[src/rtl/cla_pkg.sv]
// Shared types and helpers for the pipelined carry-lookahead adder.
package cla_pkg;

    // Generate/propagate pair describing a span of bits.
    typedef struct packed {
        logic g;
        logic p;
    } cla_gp_t;

    // Elaboration-time legality check on the width split.
    function automatic bit width_ok(int width, int group_w);
        return (group_w > 0) && (width >= group_w) && ((width % group_w) == 0);
    endfunction

    // Merge a higher span (hi) onto a lower span (lo) to give the combined span.
    function automatic cla_gp_t gp_combine(cla_gp_t hi, cla_gp_t lo);
        cla_gp_t r;
        r.g = hi.g | (hi.p & lo.g);
        r.p = hi.p & lo.p;
        return r;
    endfunction

endpackage

[src/rtl/cla_group.sv]
// Purely combinational GROUP_W-bit carry-lookahead group.
module cla_group
    import cla_pkg::*;
#(
    parameter int GROUP_W = 8
) (
    input  logic [GROUP_W-1:0] a,
    input  logic [GROUP_W-1:0] b,
    input  logic               cin,
    output logic [GROUP_W-1:0] sum,
    output logic               cout,
    output logic               cmsb
);

    logic [GROUP_W-1:0] p;
    logic [GROUP_W:0]   c;

    assign p = a ^ b;

    // Every carry comes from the prefix G/P of bits 0..i applied to cin.
    always_comb begin
        cla_gp_t pre;
        cla_gp_t bit_gp;
        pre    = '{g: 1'b0, p: 1'b1};
        bit_gp = '{g: 1'b0, p: 1'b0};
        c      = '0;
        c[0]   = cin;
        for (int i = 0; i < GROUP_W; i++) begin
            bit_gp.g = a[i] & b[i];
            bit_gp.p = p[i];
            pre      = gp_combine(bit_gp, pre);
            c[i+1]   = pre.g | (pre.p & cin);
        end
    end

    assign sum  = p ^ c[GROUP_W-1:0];
    assign cout = c[GROUP_W];
    assign cmsb = c[GROUP_W-1];

endmodule

[src/rtl/cla_pipe_adder.sv]
// Pipelined carry-lookahead adder/subtractor: one lookahead group per stage,
// inter-group carry registered, valid/ready flow control per stage.
module cla_pipe_adder
    import cla_pkg::*;
#(
    parameter  int WIDTH   = 32,
    parameter  int GROUP_W = 8,
    localparam int STAGES  = WIDTH / GROUP_W
) (
    input  logic             clk,
    input  logic             rst_n,
    input  logic             in_valid,
    output logic             in_ready,
    input  logic [WIDTH-1:0] a,
    input  logic [WIDTH-1:0] b,
    input  logic             ci,
    input  logic             sub,
    output logic             out_valid,
    input  logic             out_ready,
    output logic [WIDTH-1:0] sum,
    output logic             co,
    output logic             ovf
);

    if (!width_ok(WIDTH, GROUP_W)) begin : g_bad_width
        $error("cla_pipe_adder: WIDTH (%0d) must be a positive multiple of GROUP_W (%0d)",
               WIDTH, GROUP_W);
    end

    logic [WIDTH-1:0]  b_eff;
    logic              c_eff;
    logic [STAGES-1:0] vld_q;
    logic [STAGES-1:0] vld_d;
    logic [STAGES-1:0] vin;
    logic [STAGES-1:0] ld;

    // Subtract is a + ~b + 1; carry-in is forced so ci is ignored.
    assign b_eff = sub ? ~b : b;
    assign c_eff = sub | ci;

    // Ready ripples back from out_ready: a stage loads if empty or its successor loads.
    always_comb begin
        logic nxt;
        nxt   = out_ready;
        ld    = '0;
        vin   = '0;
        vld_d = vld_q;
        for (int k = STAGES - 1; k >= 0; k--) begin
            ld[k] = !vld_q[k] || nxt;
            nxt   = ld[k];
        end
        vin[0] = in_valid;
        for (int k = 1; k < STAGES; k++) begin
            vin[k] = vld_q[k-1];
        end
        for (int k = 0; k < STAGES; k++) begin
            if (ld[k]) vld_d[k] = vin[k];
        end
    end

    // Per-stage occupancy bits.
    always_ff @(posedge clk or negedge rst_n) begin
        if (!rst_n) vld_q <= '0;
        else        vld_q <= vld_d;
    end

    for (genvar k = 0; k < STAGES; k++) begin : g_stage
        localparam int SRC_W = WIDTH - k * GROUP_W;
        localparam int SUM_W = (k + 1) * GROUP_W;

        logic [SRC_W-1:0]   src_a;
        logic [SRC_W-1:0]   src_b;
        logic               src_c;
        logic [SUM_W-1:0]   sum_d;
        logic [SUM_W-1:0]   sum_q;
        logic [GROUP_W-1:0] g_sum;
        logic               g_cout;
        logic               g_cmsb;
        logic               cout_q;
        logic               load_en;

        if (k == 0) begin : g_src
            assign src_a = a;
            assign src_b = b_eff;
            assign src_c = c_eff;
            assign sum_d = g_sum;
        end else begin : g_src
            assign src_a = g_stage[k-1].g_op.opa_q;
            assign src_b = g_stage[k-1].g_op.opb_q;
            assign src_c = g_stage[k-1].cout_q;
            assign sum_d = {g_sum, g_stage[k-1].sum_q};
        end

        // Data only moves when a valid operation enters the stage.
        assign load_en = ld[k] & vin[k];

        cla_group #(.GROUP_W(GROUP_W)) u_group (
            .a    (src_a[GROUP_W-1:0]),
            .b    (src_b[GROUP_W-1:0]),
            .cin  (src_c),
            .sum  (g_sum),
            .cout (g_cout),
            .cmsb (g_cmsb)
        );

        // Accumulated low sum bits and the carry out of this group.
        always_ff @(posedge clk or negedge rst_n) begin
            if (!rst_n) begin
                sum_q  <= '0;
                cout_q <= 1'b0;
            end else if (load_en) begin
                sum_q  <= sum_d;
                cout_q <= g_cout;
            end
        end

        if (k < STAGES - 1) begin : g_op
            logic [SRC_W-GROUP_W-1:0] opa_q;
            logic [SRC_W-GROUP_W-1:0] opb_q;
            logic                     cmsb_unused;

            // Only the final group's carry into its top bit is the MSB carry.
            assign cmsb_unused = g_cmsb;

            // Skew registers: operand bits still waiting for later groups.
            always_ff @(posedge clk or negedge rst_n) begin
                if (!rst_n) begin
                    opa_q <= '0;
                    opb_q <= '0;
                end else if (load_en) begin
                    opa_q <= src_a[SRC_W-1:GROUP_W];
                    opb_q <= src_b[SRC_W-1:GROUP_W];
                end
            end
        end else begin : g_last
            logic ovf_q;

            // Signed overflow: carry into MSB differs from carry out of MSB.
            always_ff @(posedge clk or negedge rst_n) begin
                if (!rst_n)       ovf_q <= 1'b0;
                else if (load_en) ovf_q <= g_cmsb ^ g_cout;
            end
        end
    end

    assign in_ready  = ld[0];
    assign out_valid = vld_q[STAGES-1];
    assign sum       = g_stage[STAGES-1].sum_q;
    assign co        = g_stage[STAGES-1].cout_q;
    assign ovf       = g_stage[STAGES-1].g_last.ovf_q;

endmodule

[config.mk]
export PLATFORM = sky130hd
export DESIGN_NAME = cla_pipe_adder
export DESIGN_NICKNAME = d
export VERILOG_FILES = /design/src/rtl/cla_pkg.sv /design/src/rtl/cla_group.sv /design/src/rtl/cla_pipe_adder.sv
export SDC_FILE = /design/constraint.sdc
export NUM_CORES = 1
export LEC_CHECK = 0
export CAP_MARGIN = 20
export CORE_ASPECT_RATIO = 0.6
export CORE_MARGIN = 8
export CORE_UTILIZATION = 35
export DETAILED_ROUTE_END_ITERATION = 16
export PLACE_DENSITY = 0.59
export SYNTH_ARGS = -nofsm -noshare
export SYNTH_HDL_FRONTEND = slang
export SYNTH_SLANG_ARGS = --single-unit
[constraint.sdc]
create_clock -name clk -period 4.2 [get_ports clk]
set_clock_uncertainty 0.05 [all_clocks]
set_input_delay 0.84 -clock clk [delete_from_list [all_inputs] [get_ports clk]]
set_output_delay 0.84 -clock clk [all_outputs]
set_load 0.02 [all_outputs]
Word-level counts from Yosys, hierarchy flattened --
Cells that the tools add are included.
Cells by class: muxes and demuxes 1, bitwise operators 195, reduce and logical (&&, ||, !) cells 8
Operator list (count):
- 1-bit AND | 124
- 8-bit XOR | 8
- 1-bit OR | 61
- 32-bit 2-to-1 mux | 1
- 32-bit inverter | 1
- 1-bit zero test | 4
- 1-bit logical OR | 4
- 1-bit XOR | 1
Storage, ports and cells: bits in registers 185, input bits 70

Depth between registers and ports, before layout --
Gate-level depths: netlist (run 1).
depth after elaboration 18, gate-level depth with buffers 9

Hierarchy --
Synthesis (run 1) repeated with hierarchy kept, for this count alone.
Second synthesis, totals: cell total of the unflattened synthesis 594, area, all modules 8649.5 sq um
By module, submodules not included:
- cla_pipe_adder | times used 1, cells an instance 435, area each 7298.2 sq um, sequential area each 4629.4 sq um
- cla_group at g_stage[1].u_group ... | times used 3, cells an instance 39, area each 340.3 sq um, sequential area each 0.0 sq um
- cla_group at g_stage[0].u_group | times used 1, cells an instance 42, area each 330.3 sq um, sequential area each 0.0 sq um

Least setup slack after synthesis (run 1) --
OpenSTA, ideal clock, no wires.
kind input-to-reg, from input port sub, to register g_stage[0].sum_q[7], library setup time 0.124 ns, arrival 2.532 ns, required time 4.026 ns, path slack 1.494 ns, stages 9, path buffers 2, cells stage by stage buf_6 buf_2 xor2_1 ha_1 a21o_1 or4_1 nor2_1 o21ba_2 o31ai_1
On the way: word-level cells in the longest chain between the ends 16, elaborated cells on any way between the ends 31
RTL lines:
- start: declaration | RTL line cla_pipe_adder.sv:17 | input logic sub,
- 32-bit 2-to-1 mux | RTL line cla_pipe_adder.sv:38 | assign b_eff = sub ? ~b : b;
- 8-bit XOR or 1-bit AND (tied branches) | RTL line cla_group.sv:18, cla_group.sv:29
- 1-bit AND | RTL line cla_pkg.sv:18 | r.g = hi.g | (hi.p & lo.g);
- 1-bit OR | RTL line cla_pkg.sv:18
- 1-bit AND | RTL line cla_pkg.sv:18
- 1-bit OR | RTL line cla_pkg.sv:18
- 1-bit AND | RTL line cla_pkg.sv:18
- 1-bit OR | RTL line cla_pkg.sv:18
- 1-bit AND | RTL line cla_pkg.sv:18
- 1-bit OR | RTL line cla_pkg.sv:18
- 1-bit AND | RTL line cla_pkg.sv:18
- 1-bit OR | RTL line cla_pkg.sv:18
- 1-bit AND | RTL line cla_pkg.sv:18
- 1-bit OR | RTL line cla_pkg.sv:18
- 1-bit OR | RTL line cla_group.sv:32 | c[i+1] = pre.g | (pre.p & cin);
- 8-bit XOR * | RTL line cla_group.sv:36 | assign sum = p ^ c[GROUP_W-1:0];
- end signal: assignment | RTL line cla_pipe_adder.sv:112 | sum_q <= sum_d;
- end: declaration | RTL line cla_pipe_adder.sv:75 | logic [SUM_W-1:0] sum_q;
Mark *: on every way between the ends. The rest lies on a longest branch, timed or not. A chain may end at the register's enable or synchronous reset.

Final worst setup path (run 1) --
from input port out_ready, to output port in_ready
On the way: word-level cells in the longest chain between the ends 4
RTL lines:
- start: declaration | RTL line cla_pipe_adder.sv:19 | input logic out_ready,
- 1-bit logical OR (4 in a row) | RTL line cla_pipe_adder.sv:49 | ld[k] = !vld_q[k] || nxt;
- end: declaration | RTL line cla_pipe_adder.sv:13 | output logic in_ready,
No other way between the ends.

==> results of run 1 <==
[stage by stage]
stage,total power (µW),utilization,area (µm²)
after floorplan,4170,-,8310
after global placement,4960,0.418,9680
after detailed placement,5010,0.418,9680
after CTS,6610,0.443,10300
after global routing,6970,0.444,10300
final,6490,0.444,10300
[power by group]
| part | switching (µW) | internal, µW |
|---|---|---|
| sequential | 343 | 2390 |
| combinational | 1050 | 1150 |
| clock | 770 | 795 |
[final cells by class]
cell class                 count  area share
sequential                   185       0.450
timing repair buffer         114       0.115
clock buffer                  17      0.0413
clock inverter                15      0.0148
multi-input combinational    475       0.340
tap                          315      0.0383
[cells by family (layout without fill, tap and decap cells)]
kind of cell,count (synthesis),count (layout)
XOR/XNOR,58,58
multiplexers,101,101
buffers and inverters,32,146
AND/OR/NAND/NOR,171,171
adder cells (fa/ha/maj),36,36
AO/OA/AOI/OAI,109,109
flip-flops,185,185
[state kept, by name, indices dropped and copies added (netlist names)]
signal and count:
g_stage.sum_q 48, g_stage.cout_q 3, sum 32, vld_q 4
ovf 1, co 1, g_stage.g_op.opa_q 48, g_stage.g_op.opb_q 48
[worst max path at each step]
stage,from,cells past startpoint,slack [ps],end
3_5_place_dp,out_ready,4,1030,in_ready
6_report,out_ready,4,1030,in_ready
3_3_place_gp,out_ready,4,1050,in_ready
2_1_floorplan,sub,9,1490,g_stage[0].sum_q[7]
5_1_grt,out_ready,4,930,in_ready
4_1_cts,out_ready,4,1020,in_ready
[metal layers]
metal / part of all wire / GRT usage
met1: 0.52 / 0.177
met5: 0 / 0
met3: 0.051 / 0.0404
met4: 0.0088 / 0.0345
met2: 0.42 / 0.181
[cell usage in the layout (no fill, tap or decap), types with 3 or more instances in the layout]
| master | count |
|---|---|
| ha_1 | 32 |
| nand2_2 | 3 |
| a21o_1 | 7 |
| o31ai_1 | 3 |
| dfrtp_1 | 185 |
| mux2_2 | 101 |
| fa_1 | 4 |
| clkbuf_16 | 17 |
| a21oi_1 | 14 |
| nand3_1 | 3 |
| o21bai_1 | 4 |
| nand2b_1 | 7 |
| nand2_1 | 133 |
| nor3_1 | 3 |
| inv_6 | 5 |
| buf_4 | 4 |
| buf_12 | 4 |
| inv_8 | 4 |
| xor2_1 | 25 |
| nor2_1 | 8 |
| a31oi_1 | 3 |
| clkdlybuf4s50_1 | 103 |
| xnor2_1 | 33 |
| o21ai_0 | 62 |
| clkinv_4 | 3 |
[worst max-delay path, stage by stage]
cell and delay (ps):
clkdlybuf4s50_1 400, nor2b_1 230, nand4_1 220, clkdlybuf4s50_1 590
==> flow_metrics.env, run 1 <==
export IMPL_outcome="finished, final reports clean"
export IMPL_syn_cell_area_um2=8310
export IMPL_min_from="g_stage[2].sum_q[18]"
export IMPL_whs_path_depth=2
export IMPL_finalCriticalPeriod_ps=3170
export IMPL_tns_ps=0
export IMPL_clk_latency_ps=430
export IMPL_cts_tree="yes"
export IMPL_yosysMostFrequentCell="dfrtp_1"
export IMPL_final_cell_count_no_fill=1121
export IMPL_yosys_area_top_type_share=0.557
export IMPL_wire_per_inst_um=15.5
export IMPL_ys_seq_area_frac=0.557
export IMPL_grtUsageTotal=0.125
export IMPL_die_y_um=135
export IMPL_r2r_end="ovf"
export IMPL_hold_buffers=0
export IMPL_irDropWorstVdd_v=0.000250
export IMPL_post_place_ws_ps=1030
export IMPL_whs_ps=426
export IMPL_finalCritPeriodShare=0.755
export IMPL_synth_edff_count=0
export IMPL_design_die_area_um2=29100
export IMPL_synth_cells=692
export IMPL_worstSetupStartpointType="input pin"
export IMPL_die_w_um=215
export IMPL_ys_flop_type="dfrtp_1"
export IMPL_wl_um=17400
export IMPL_floorplan_initialDensity=0.358
export IMPL_p_leak_uw=0.00457
export IMPL_synth_fa_ha_area_frac=0.0578
export IMPL_drtAntennaViolNets=0
export IMPL_syn_area_per_cell_um2=12.0
export IMPL_synth_top_family_by_area="multiplexers"
export IMPL_numPortBuffers=105
export IMPL_rsz0062_at_grt="no"
export IMPL_multiInputGateArea_um2=3500
export IMPL_grt_max_degree=108
export IMPL_post_cts_buffers=0
export IMPL_critPathRequiredTime_ps=3310
export IMPL_crit_fanout=5
export IMPL_synth_distinct_cells=42
export IMPL_syn_nets=798
export IMPL_grt_pass1_wl_um=29000
export IMPL_coreArea_um2=23200
export IMPL_vias_per_cell=4.55
export IMPL_htreeDepth=4
export IMPL_synth_commonest_cells="dfrtp_1, nand2_1, mux2_2, o21ai_0, xnor2_1"
export IMPL_synth_area_mux_share=0.137
export IMPL_rrSetupSlack_ps=2130
export IMPL_n_antenna_cell=0
export IMPL_synth_simple_gate_area_frac=0.0849
export IMPL_drive_gt1_frac=0.194
export IMPL_ys_ff_latch=185
export IMPL_clockBufferDepth=2
export IMPL_maxCapViolCount=0
export IMPL_max_freq_mhz=315
export IMPL_crit_type="input pin to output pin"
export IMPL_cts_clk_slew_worst_paths_ps=70
export IMPL_synth_compound_area_share=0.0794
export IMPL_yosys_area_top_type="dfrtp_1"
export IMPL_firstDrtPassIters=4
export IMPL_dp_cells=1088
export IMPL_fin_ws_ps=1030
export IMPL_min_path_type="flop to flop"
export IMPL_power_density_nw_per_um2=631
export IMPL_cp_end_kind="output pin"
export IMPL_reg2reg_from="g_stage[2].g_op.opa_q[0]"
export IMPL_slew_headroom=0.411
export IMPL_hpwlAfterDp_um=12300
export IMPL_async_flop_share=1.00
export IMPL_grt_overflow_total=0
export IMPL_regArea_um2=4630
export IMPL_grt_pass1_vias=5210
export IMPL_gp_congestion=0.724
export IMPL_route_detailed_drc=0
export IMPL_synthTopCellsByArea="dfrtp_1, mux2_2, nand2_1, ha_1, o21ai_0"
export IMPL_final_nets=899
export IMPL_ff2ff_path_depth=6
export IMPL_yosysWarnings=0
export IMPL_cts_buffers=17
export IMPL_rows=43
export IMPL_min_to="g_stage[2].sum_q[18]"
export IMPL_fillers=2176
export IMPL_cts_resized=0
export IMPL_clockRootBuffer="clkbuf_16"
export IMPL_finalSetupViolCount=0
export IMPL_vias=5098
export IMPL_area_growth_pct=23.9
export IMPL_synthXorXnorAreaFrac=0.0611
export IMPL_cts_num_sinks=185
export IMPL_drv_slew=0
export IMPL_finalHoldViolCount=0
export IMPL_worst_slew_pin_slew_ps=883
export IMPL_worstPathArrival_ps=2280
export IMPL_ios=106
export IMPL_drt_iter0_drc=216
export IMPL_grt_antenna_before_repair=0
Note: power is estimated with default switching activity, not from simulation.
==> run 2: changes to the inputs <==
Clock period 4.2 ns to 3.3 ns, I/O delays scaled along.
==> flow_metrics.env, run 2 (synthesis gave the netlist of run 1 again) <==
export IMPL_outcome="finished, final reports clean"
export IMPL_drive_gt1_frac=0.193
export IMPL_final_nets=901
export IMPL_switching_share=0.322
export IMPL_p_switching_uw=2680
export IMPL_drtAntennaViolNets=0
export IMPL_die_w_um=215
export IMPL_drv_slew=0
export IMPL_r2r_end="g_stage[1].cout_q"
export IMPL_grt_pass1_vias=5333
export IMPL_rsz0062_at_grt="no"
export IMPL_reg2reg_from="g_stage[0].g_op.opa_q[0]"
export IMPL_cp_end_kind="output pin"
export IMPL_wire_per_inst_um=15.5
export IMPL_crit_path_start="out_ready"
export IMPL_grt_antenna_before_repair=0
export IMPL_route_detailed_drc=0
export IMPL_p_leak_uw=0.00456
export IMPL_worst_slew_pin_slew_ps=527
export IMPL_hpwlAfterDp_um=12300
export IMPL_p_comb_frac=0.336
export IMPL_cts_clk_slew_worst_paths_ps=60
export IMPL_finalSetupViolCount=0
export IMPL_grt_max_degree=88
export IMPL_tns_ps=0
export IMPL_min_path_type="input pin to async pin"
export IMPL_ff2ff_path_depth=6
export IMPL_power_density_nw_per_um2=809
export IMPL_wl_um=17400
export IMPL_firstDrtPassIters=4
export IMPL_clockBufferDepth=2
export IMPL_grt_pass1_wl_um=29300
export IMPL_max_freq_mhz=356
export IMPL_crit_type="input pin to output pin"
export IMPL_hold_buffers=0
export IMPL_grt_overflow_total=0
export IMPL_seqPwrFrac=0.419
export IMPL_layout_common_cells="dfrtp_1, nand2_1, clkdlybuf4s50_1"
export IMPL_clockRootBuffer="clkbuf_16"
export IMPL_p_int_uw=5650
export IMPL_vias=5142
export IMPL_cts_buffers=17
export IMPL_fin_area_um2=10300
export IMPL_gp_congestion=0.782
export IMPL_htreeDepth=4
export IMPL_floorplan_initialDensity=0.358
export IMPL_maxCapViolCount=0
export IMPL_cts_resized=0
export IMPL_die_y_um=135
export IMPL_finalHoldViolCount=0
export IMPL_reg_largest_list="g_stage.g_op.opa_q x48, g_stage.g_op.opb_q x48, g_stage.sum_q x48"
export IMPL_drt_iter0_drc=209
export IMPL_cts_num_sinks=185
export IMPL_coreArea_um2=23200
export IMPL_design_die_area_um2=29100
export IMPL_rows=43
export IMPL_finalCriticalPeriod_ps=2810
export IMPL_vias_per_cell=4.58
export IMPL_critPathRequiredTime_ps=2590
export IMPL_finalPower_uw=8340
export IMPL_numPortBuffers=105
export IMPL_place_area_um2=9720
export IMPL_fillers=2157
export IMPL_final_common_cell="dfrtp_1"
export IMPL_area_growth_pct=24.1
export IMPL_n_antenna_cell=0
export IMPL_worstPathArrival_ps=2100
export IMPL_post_cts_buffers=0
export IMPL_rrSetupSlack_ps=1210
export IMPL_slew_headroom=0.649
export IMPL_irDropWorstVdd_v=0.000251
export IMPL_endpoint="in_ready"
export IMPL_cts_tree="yes"
export IMPL_ios=106
export IMPL_clk_latency_ps=430
export IMPL_crit_fanout=5
export IMPL_finalCritPeriodShare=0.851
export IMPL_grtUsageTotal=0.126
export IMPL_p_clk_frac=0.245
export IMPL_worstSetupStartpointType="input pin"
[run 2: routing by layer]
metal / share of wire / GRT usage
met2: 0.41 / 0.185
met1: 0.53 / 0.178
met5: 0 / 0
met3: 0.052 / 0.0413
met4: 0.0074 / 0.0330
[run 2: layout make-up]
class | count | area, µm² | share of cell area
clock inverter | 12 | 140 | 0.0136
timing repair buffer | 116 | 1190 | 0.116
multi-input combinational | 475 | 3500 | 0.340
sequential | 185 | 4630 | 0.449
tap | 315 | 394 | 0.0382
clock buffer | 20 | 447 | 0.0433
[run 2: worst max-delay path, cell delays in order]
cell and delay, ps:
clkdlybuf4s50_1 390, nor2b_1 230, nand4_1 220, clkdlybuf4s50_1 590
[run 2: per-stage QoR]
step                      cells  hold WS (ps)   util  setup slack (ps)
after detailed placement   1091           408  0.419               490
after floorplan             692           314      -               774
after global placement     1091           410  0.419               518
final                      1123           173  0.444               490
after CTS                  1123           171  0.444               483
after global routing       1123           201  0.444               394
[run 2: worst min path at each step]
stage                                         from  slack, ps                         to  cells after the start
after floorplan                              rst_n        310                         co                      0
after global placement         g_stage[0].sum_q[0]        410        g_stage[0].sum_q[0]                      2
after detailed placement  g_stage[0].g_op.opa_q[9]        410   g_stage[0].g_op.opa_q[9]                      2
after CTS                                    rst_n        170  g_stage[1].g_op.opa_q[14]                      1
after global routing                         rst_n        200                        ovf                      1
final                                        rst_n        170                    sum[26]                      1
[run 2: power by group through the flow]
stage          combinational [µW]  clock (µW)  sequential [µW]
6_report                     2800        2040             3500
3_5_place_dp                 2840           0             3550
2_1_floorplan                1660           0             3640
5_1_grt                      3130        2200             3610
4_1_cts                      2860        2110             3510
3_3_place_gp                 2810           0             3530
==> run 3: changes to the inputs <==
Settings changed: SLEW_MARGIN set to 20.
==> results of run 3 <==
Final layout, timing and power as in run 2 (identical DEF).
